==> config.mk <==
export PLATFORM = sky130hd
export DESIGN_NAME = imm_decode_pipe_flat
export DESIGN_NICKNAME = d
export VERILOG_FILES = /design/src/rtl/imm_decode_pipe_if.sv /design/src/rtl/imm_decode_pipe.sv /design/src/flat_wrapper.sv
export SDC_FILE = /design/constraint.sdc
export NUM_CORES = 1
export LEC_CHECK = 0
export ABC_AREA = 1
export CAP_MARGIN = 20
export CORE_AREA = 2 2 90 92
export CTS_BUF_LIST = sky130_fd_sc_hd__clkbuf_4 sky130_fd_sc_hd__clkbuf_8
export DETAILED_ROUTE_END_ITERATION = 7
export DIE_AREA = 0 0 92 94
export PLACE_DENSITY = 0.81
export SETUP_SLACK_MARGIN = 0.15
export SYNTH_ARGS = -nofsm -noshare
export SYNTH_HDL_FRONTEND = slang
export SYNTH_SLANG_ARGS = --single-unit
==> constraint.sdc <==
create_clock -name clk -period 3.1 [get_ports clk]
set_clock_uncertainty 0.05 [all_clocks]
set_input_delay 0.465 -clock clk [delete_from_list [all_inputs] [get_ports clk]]
set_output_delay 0.465 -clock clk [all_outputs]
set_load 0.1 [all_outputs]
==> src/rtl/imm_decode_pipe_if.sv <==
`default_nettype none
// ----------------------------------------------------------------------------
// imm_decode_pipe_if : instruction-in / immediate-out handshake bundle
// Rev 1.0
// ----------------------------------------------------------------------------
interface imm_decode_pipe_if #(
   parameter int XLEN = 32
);
   logic            in_valid;
   logic            in_ready;
   logic [31:0]     in_ins;
   logic            out_valid;
   logic            out_ready;
   logic [XLEN-1:0] out_imm;
   logic [2:0]      out_fmt;
   logic            out_illegal;

   modport master (
      output in_valid, in_ins, out_ready,
      input  in_ready, out_valid, out_imm, out_fmt, out_illegal
   );

   modport slave (
      input  in_valid, in_ins, out_ready,
      output in_ready, out_valid, out_imm, out_fmt, out_illegal
   );
endinterface
`default_nettype wire

==> src/rtl/imm_decode_pipe.sv <==
`default_nettype none
// ----------------------------------------------------------------------------
// imm_decode_pipe : RV immediate generator feeding a DEPTH-entry output FIFO
// Rev 1.0
// ----------------------------------------------------------------------------
module imm_decode_pipe #(
   parameter int XLEN  = 32,
   parameter int DEPTH = 2
) (
   input  wire logic          clk,
   input  wire logic          rst,
   input  wire logic          flush,
   imm_decode_pipe_if.slave   bus
);
   localparam int c_CW = $clog2(DEPTH + 1);
   localparam int c_PW = $clog2(DEPTH);

   localparam logic [2:0] c_FMT_NONE = 3'd0;
   localparam logic [2:0] c_FMT_I    = 3'd1;
   localparam logic [2:0] c_FMT_S    = 3'd2;
   localparam logic [2:0] c_FMT_B    = 3'd3;
   localparam logic [2:0] c_FMT_U    = 3'd4;
   localparam logic [2:0] c_FMT_J    = 3'd5;
   localparam logic [2:0] c_FMT_CSR  = 3'd6;

   logic [31:0]     w_ins;
   logic [31:0]     w_imm32;
   logic [XLEN-1:0] w_imm;
   logic [2:0]      w_fmt;
   logic            w_ill;
   logic            w_push;
   logic            w_pop;
   logic            w_valid;

   logic [c_CW-1:0] r_count;
   logic [c_PW-1:0] r_wr_ptr;
   logic [c_PW-1:0] r_rd_ptr;
   logic [XLEN-1:0] r_mem_imm [DEPTH];
   logic [2:0]      r_mem_fmt [DEPTH];
   logic            r_mem_ill [DEPTH];

   assign w_ins = bus.in_ins;

   always_comb begin
      w_fmt   = c_FMT_NONE;
      w_imm32 = '0;
      w_ill   = 1'b0;
      if (w_ins[1:0] != 2'b11) begin
         w_ill = 1'b1;
      end else begin
         case (w_ins[6:0])
            7'b0000011, 7'b0010011, 7'b0011011, 7'b1100111: begin
               w_fmt   = c_FMT_I;
               w_imm32 = {{20{w_ins[31]}}, w_ins[31:20]};
            end
            7'b0100011: begin
               w_fmt   = c_FMT_S;
               w_imm32 = {{20{w_ins[31]}}, w_ins[31:25], w_ins[11:7]};
            end
            7'b1100011: begin
               w_fmt   = c_FMT_B;
               w_imm32 = {{20{w_ins[31]}}, w_ins[7], w_ins[30:25], w_ins[11:8], 1'b0};
            end
            7'b0110111, 7'b0010111: begin
               w_fmt   = c_FMT_U;
               w_imm32 = {w_ins[31:12], 12'h000};
            end
            7'b1101111: begin
               w_fmt   = c_FMT_J;
               w_imm32 = {{12{w_ins[31]}}, w_ins[19:12], w_ins[20], w_ins[30:21], 1'b0};
            end
            7'b1110011: begin
               // SYSTEM opcode: funct3[2] selects the immediate CSR forms
               if (w_ins[14]) begin
                  w_fmt   = c_FMT_CSR;
                  w_imm32 = {27'd0, w_ins[19:15]};
               end else begin
                  w_fmt   = c_FMT_I;
                  w_imm32 = {{20{w_ins[31]}}, w_ins[31:20]};
               end
            end
            default: begin
               w_fmt   = c_FMT_NONE;
               w_imm32 = '0;
            end
         endcase
      end
   end

   // All 32-bit immediates are already sign-correct at bit 31 (CSR has bit 31 = 0)
   generate
      if (XLEN == 64) begin : g_xlen64
         assign w_imm = {{32{w_imm32[31]}}, w_imm32};
      end else begin : g_xlen32
         assign w_imm = w_imm32;
      end
   endgenerate

   assign w_valid      = (r_count != '0);
   assign bus.in_ready = !rst && (r_count < c_CW'(DEPTH));
   assign w_push       = bus.in_valid && bus.in_ready;
   assign w_pop        = w_valid && bus.out_ready;

   always_ff @(posedge clk) begin
      if (rst || flush) begin
         r_count  <= '0;
         r_wr_ptr <= '0;
         r_rd_ptr <= '0;
      end else begin
         if (w_push) begin
            r_wr_ptr <= (r_wr_ptr == c_PW'(DEPTH - 1)) ? '0 : r_wr_ptr + 1'b1;
         end
         if (w_pop) begin
            r_rd_ptr <= (r_rd_ptr == c_PW'(DEPTH - 1)) ? '0 : r_rd_ptr + 1'b1;
         end
         case ({w_push, w_pop})
            2'b10:   r_count <= r_count + 1'b1;
            2'b01:   r_count <= r_count - 1'b1;
            default: r_count <= r_count;
         endcase
      end
   end

   // Storage needs no reset: reads are masked whenever the FIFO is empty
   always_ff @(posedge clk) begin
      if (w_push) begin
         r_mem_imm[r_wr_ptr] <= w_imm;
         r_mem_fmt[r_wr_ptr] <= w_fmt;
         r_mem_ill[r_wr_ptr] <= w_ill;
      end
   end

   assign bus.out_valid   = w_valid;
   assign bus.out_imm     = w_valid ? r_mem_imm[r_rd_ptr] : '0;
   assign bus.out_fmt     = w_valid ? r_mem_fmt[r_rd_ptr] : c_FMT_NONE;
   assign bus.out_illegal = w_valid ? r_mem_ill[r_rd_ptr] : 1'b0;

endmodule
`default_nettype wire

==> src/flat_wrapper.sv <==
// flat-port wrapper written by rule: the top's interface ports become plain ports
module imm_decode_pipe_flat 
#(
   parameter int XLEN  = 32,
   parameter int DEPTH = 2
)
  (clk, rst, flush, bus_in_valid, bus_in_ins, bus_out_ready, bus_in_ready, bus_out_valid, bus_out_imm, bus_out_fmt, bus_out_illegal);
  imm_decode_pipe_if #(.XLEN(XLEN)) bus_i ();
  input  wire logic clk;
  input  wire logic rst;
  input  wire logic flush;
  input wire logic [$bits(bus_i.in_valid)-1:0] bus_in_valid;
  input wire logic [$bits(bus_i.in_ins)-1:0] bus_in_ins;
  input wire logic [$bits(bus_i.out_ready)-1:0] bus_out_ready;
  output wire logic [$bits(bus_i.in_ready)-1:0] bus_in_ready;
  output wire logic [$bits(bus_i.out_valid)-1:0] bus_out_valid;
  output wire logic [$bits(bus_i.out_imm)-1:0] bus_out_imm;
  output wire logic [$bits(bus_i.out_fmt)-1:0] bus_out_fmt;
  output wire logic [$bits(bus_i.out_illegal)-1:0] bus_out_illegal;
  assign bus_i.in_valid = bus_in_valid;
  assign bus_i.in_ins = bus_in_ins;
  assign bus_i.out_ready = bus_out_ready;
  assign bus_in_ready = bus_i.in_ready;
  assign bus_out_valid = bus_i.out_valid;
  assign bus_out_imm = bus_i.out_imm;
  assign bus_out_fmt = bus_i.out_fmt;
  assign bus_out_illegal = bus_i.out_illegal;
  imm_decode_pipe #(.XLEN(XLEN), .DEPTH(DEPTH)) u_core (.clk(clk), .rst(rst), .flush(flush), .bus(bus_i));
endmodule
* Word level (Yosys, flattened, before mapping) *
Memories as Yosys holds them, arrays and structs flattened. A register that Yosys moved wholly into a read port is not among the register bits.
Cells that the tools add are included.

storage, ports and cells
  flip-flop bits (word level) = 4
  memory bits (writable) = 72
  input bits = 37
  word-level logic and storage cells = 54
  memories = 3

memories
  memory            depth  bits a word  read ports  clocked after Yosys merged registers in  write ports  RTL line               source
  u_core.r_mem_imm  2      32           1           1                                        1            imm_decode_pipe.sv:38  logic [XLEN-1:0] r_mem_imm [DEPTH];
  u_core.r_mem_fmt  2      3            1           1                                        1            imm_decode_pipe.sv:39  logic [2:0] r_mem_fmt [DEPTH];
  u_core.r_mem_ill  2      1            1           1                                        1            imm_decode_pipe.sv:40  logic r_mem_ill [DEPTH];

cells by class
  add/sub/neg operators = 4
  $lt $le $gt $ge = 1
  equality and inequality tests = 13
  multiplexer cells = 21
  reduce and logical (&&, ||, !) cells = 9

operator list
  cell                   count
  $pmux W32 S6           1
  $mux W32               3
  $eq A7 B7 Y1 const B   4
  $eq A7 B5 Y1 const B   3
  $pmux W3 S6            1
  $eq A7 B6 Y1 const B   2
  $mux W1                12
  $mux W3                3
  $eq A7 B2 Y1 const B   1
  $pmux W2 S2            1
  $reduce_bool A2 Y1     2
  $reduce_or A4 Y1       1
  $logic_and A1 B1 Y1    3
  $add A1 B1 Y1 const B  2
  $add A2 B1 Y2 const B  1
  $eq A2 B1 Y1 const B   1
  $eq A2 B2 Y1 const B   1
  $lt A2 B2 Y1 const B   1
  $ne A2 B2 Y1 const B   1
  $reduce_or A2 Y1       1
  $sub A2 B1 Y2 const B  1
  $logic_not A1 Y1       1
  $logic_or A1 B1 Y1     1

* Logic depth before layout (Yosys ltp) *
  depth in word-level cells = 5
  gate-level depth with buffers = 9
  depth with buffers taken out = 8

* Least setup slack after synthesis *
OpenSTA, ideal clock, no wires.

  kind = input port to flip-flop
  start = input rst
  end = memory u_core.r_mem_fmt[1][0], enable pin
  arrival time = 3.668 ns
  data required time = 2.619 ns
  slack = -1.049 ns
  stages on the path = 3
  path buffers = 0
  cell sequence = nor2_1 nand2_1 nor2_1

on the way
  word-level cells in the longest chain between the ends = 5

ends and longest elaborated chain
  what                           RTL line                source
  start: declaration             flat_wrapper.sv:10      input wire logic rst;
  $logic_not A1 Y1               imm_decode_pipe.sv:100  assign bus.in_ready = !rst && (r_count < c_CW'(DEPTH));
  $logic_and A1 B1 Y1            imm_decode_pipe.sv:100
  $logic_and A1 B1 Y1            imm_decode_pipe.sv:101  assign w_push = bus.in_valid && bus.in_ready;
  $mux W1                        imm_decode_pipe.sv:126  if (w_push) begin
  $mux W1 (not written as such)  imm_decode_pipe.sv:128  r_mem_fmt[r_wr_ptr] <= w_fmt;
  end: declaration               imm_decode_pipe.sv:39

Every way passes these cells.

* Worst setup path after layout *
  start = register u_core.r_count[1]
  end = output bus_out_imm[14]

on the way
  word-level cells in the longest chain between the ends = 2

ends and longest elaborated chain
  what                      RTL line                source
  start: declaration        imm_decode_pipe.sv:35   logic [c_CW-1:0] r_count;
  start signal: assignment  imm_decode_pipe.sv:117  2'b10: r_count <= r_count + 1'b1;
  start signal: assignment  imm_decode_pipe.sv:118  2'b01: r_count <= r_count - 1'b1;
  start signal: assignment  imm_decode_pipe.sv:119  default: r_count <= r_count;
  $reduce_bool A2 Y1        imm_decode_pipe.sv:99   assign w_valid = (r_count != '0);
  $mux W32                  imm_decode_pipe.sv:134  assign bus.out_imm = w_valid ? r_mem_imm[r_rd_ptr] : '0;
  end: declaration          flat_wrapper.sv:17      output wire logic [$bits(bus_i.out_imm)-1:0] bus_out_imm;

Every way passes these cells.

==> metrics.yaml <==
status: "finished, final reports clean"
cpMaxStageDelayCell: "nor2_2"
ir_worst_vdd_uv: 259
leakage_uw: 0.00241
vias: 3691
cp-start-kind: "flop"
synth.distinct_cells: 25
firstDrtPassIters: 6
multi_input_area_mm2: 0.00157
ys_ff_latch: 77
hold_viol: 0
seq_area_mm2: 0.00226
first_global_vias: 3639
grt_max_degree: 38
antenna_found_initial: 0
routed_via_density: 5.66
relSlewSlack_pct: 49.4
synthTopCellsByArea: "edfxtp_1, nand2_1, nand3_1"
netSwitchingFraction_pct: 25.5
tightest_slew_ns: 0.756
synth_top_area_share_pct: 53.3
min_period_ns: 2.48
ioPinCount: 75
maxSlewViolCount: 0
yosys_warnings: 0
drt-initial-drc-count: 411
async_flop_share_pct: 0
p_seq_share_pct: 50.0
syn-num-nets: 516
fin_nets: 583
min_to: "u_core.r_count[0]"
rows: 32
cts_resized: 0
antennaDiodeCount: 0
grt_pass1_wl_um: 17600
r2r_end: "u_core.r_count[1]"
drv_cap: 0
worstPathArrival_ns: 1.97
overflow: 0
finalWeightedCongestion: 0.941
cts_tree: "yes"
setup_slack_ns: 0.616
clockRootBuffer: "clkbuf_8"
worst-setup-path-type: "flop to output pin"
cp_cell_sequence: "nor2_2 -> buf_4 -> a21oi_1 -> buf_12"
gr-usage-all-layers_pct: 26.3
powerDensity_mw_per_mm2: 426
h-tree-depth: 3
routedWlPerCell_um: 16.7
dp_hpwl_um: 7420
fin_tns_setup_ns: 0
cts.clk_slew.worst_paths_ns: 0.08
nFillCells: 568
path_max_fanout: 26
ant_nets: 0
required_ns: 2.58
io_buffers: 74
r2r_start: "u_core.r_count[1]"
fin_crit_sh_pct: 80.1
rr_worst_depth: 7
dpl_worst_slack_ns: 0.514
ys_seq_area_share_pct: 55.8
hp-start: "u_core.r_count[0]"
pwr-share-clk_pct: 36.1
min_path_cells: 2
die_area_mm2: 0.00865
core_mm2: 0.00761
die_h_um: 94
synth_edf_count: 72
synth_ff_type: "edfxtp_1"
hold_path.class: "flop to flop"
cts.sinks: 77
final-setup-viol-count: 0
clockBufferDepth: 2
postCtsHoldBufs: 0
start_util_pct: 53.3
avgSynthCellArea_um2: 8.49
fmax_mhz: 403
switching_power_uw: 590
rsz0062_at_grt: "no"
dieWidth_um: 92
drc: 0
worstSetupEndpointType: "output pin"
r2r_slack_ns: 0.82
critPathMaxStageDelay_ns: 0.50
yosys.area.top_type: "edfxtp_1"
area_growth_pct: 34.1
synthCells: 478
syn_area_mm2: 0.00406
combinationalPowerShare_pct: 13.9
cts_setup_buffers: 0
clk_latency_ns: 0.35
p_int_uw: 1730
numCtsBuffers: 9
wl_um: 10900
drive_above_1_share_pct: 14.7
-- routing by layer --
layer | share of wire, % | GRT usage, % | vias up | wire, µm
met4 | 2.5 | 11.2 | 0 | 272
li1 | - | - | 1729 | -
met2 | 51 | 46.0 | 222 | 5550
met1 | 38 | 32.0 | 1714 | 4180
met5 | 0 | 0 | - | 0
met3 | 8.3 | 4.98 | 26 | 902
-- flip-flops by register name, summed over array words and instances (netlist names), named ones only --
register	flops
u_core.r_wr_ptr	1
u_core.r_mem_fmt	6
u_core.r_mem_imm	64
u_core.r_rd_ptr	1
u_core.r_count	2
u_core.r_mem_ill	2
-- kinds of logic after synthesis --
logic type | after synthesis | synth area share, %
AOI/OAI and AO/OA | 46 | 6.05
adders and majority gates | 1 | 0.308
and+or+nand+nor | 308 | 32.2
buffers and inverters | 46 | 5.68
DFF | 77 | 55.8
-- how the worst max path moves through the flow --
stage	start	endpoint	slack, ns	depth (start not counted)
finish	u_core.r_count[1]	bus_out_imm[14]	0.62	4
global route	u_core.r_count[1]	bus_out_imm[31]	0.51	4
CTS	flop	bus_out_imm[1]	0.30	4
detailed placement	bus_in_ins[3]	u_core.r_mem_imm[0][16]	0.51	7
global placement	bus_in_ins[3]	u_core.r_mem_imm[0][24]	0.63	7
floorplan	rst	u_core.r_mem_fmt[1][0]	0.07	3
-- power groups by stage --
stage / Clock (µW) / Sequential (µW) / Combinational [µW]
final: 836 / 1160 / 323
after global routing: 884 / 1160 / 340
after CTS: 840 / 1160 / 319
after detailed placement: 0 / 1180 / 319
after global placement: 0 / 1180 / 311
after floorplan: 0 / 1180 / 181
-- cell usage after synthesis, types with 3 or more instances --
cell	number
a21oi_1	40
buf_2	13
buf_4	3
buf_6	4
clkbuf_1	6
dfxtp_1	5
edfxtp_1	72
inv_1	16
nand2_1	173
nand2_2	3
nand3_1	64
nor2_1	54
nor2_2	3
nor3b_1	3
o21bai_1	6
-- layout make-up --
cell class | instances | share of cell area, %
well taps | 102 | 2.35
clock buffers | 10 | 2.41
repair buffers | 84 | 21.9
clock inverters | 6 | 1.59
flip-flops and latches | 77 | 41.6
inverters | 18 | 1.24
multi-input cells | 355 | 28.9
-- placed cells by master, fill, tap and decap left out, types with 7 or more instances in the layout --
master and count:
buf_4 11, nand2_1 173, nand3_1 64, nor2_2 7, nor2_1 50, inv_1 16
clkdlybuf4s50_1 36, buf_12 36, clkbuf_8 9, edfxtp_1 72, a21oi_1 40
-- per-stage QoR --
step | hold WS, ns | std cells | util, % | power [µW] | cell area (µm²)
final | 0.483 | 652 | 71.5 | 2320 | 5440
after global placement | 0.455 | 635 | 68.3 | 1490 | 5190
after CTS | 0.485 | 651 | 71.2 | 2320 | 5410
after floorplan | 0.427 | 478 | - | 1360 | 4060
after global routing | 0.521 | 652 | 71.5 | 2380 | 5440
after detailed placement | 0.473 | 635 | 68.3 | 1500 | 5190
-- critical path: cells and delay by family, from the launching register on --
| family | cells | cell delay, ns |
|---|---|---|
| AOI/OAI and AO/OA | 1 | 0.14 |
| buffers and inverters | 2 | 0.60 |
| DFF | 1 | 0.36 |
| and+or+nand+nor | 1 | 0.50 |
No activity file was read; power rests on OpenSTA's default activity.
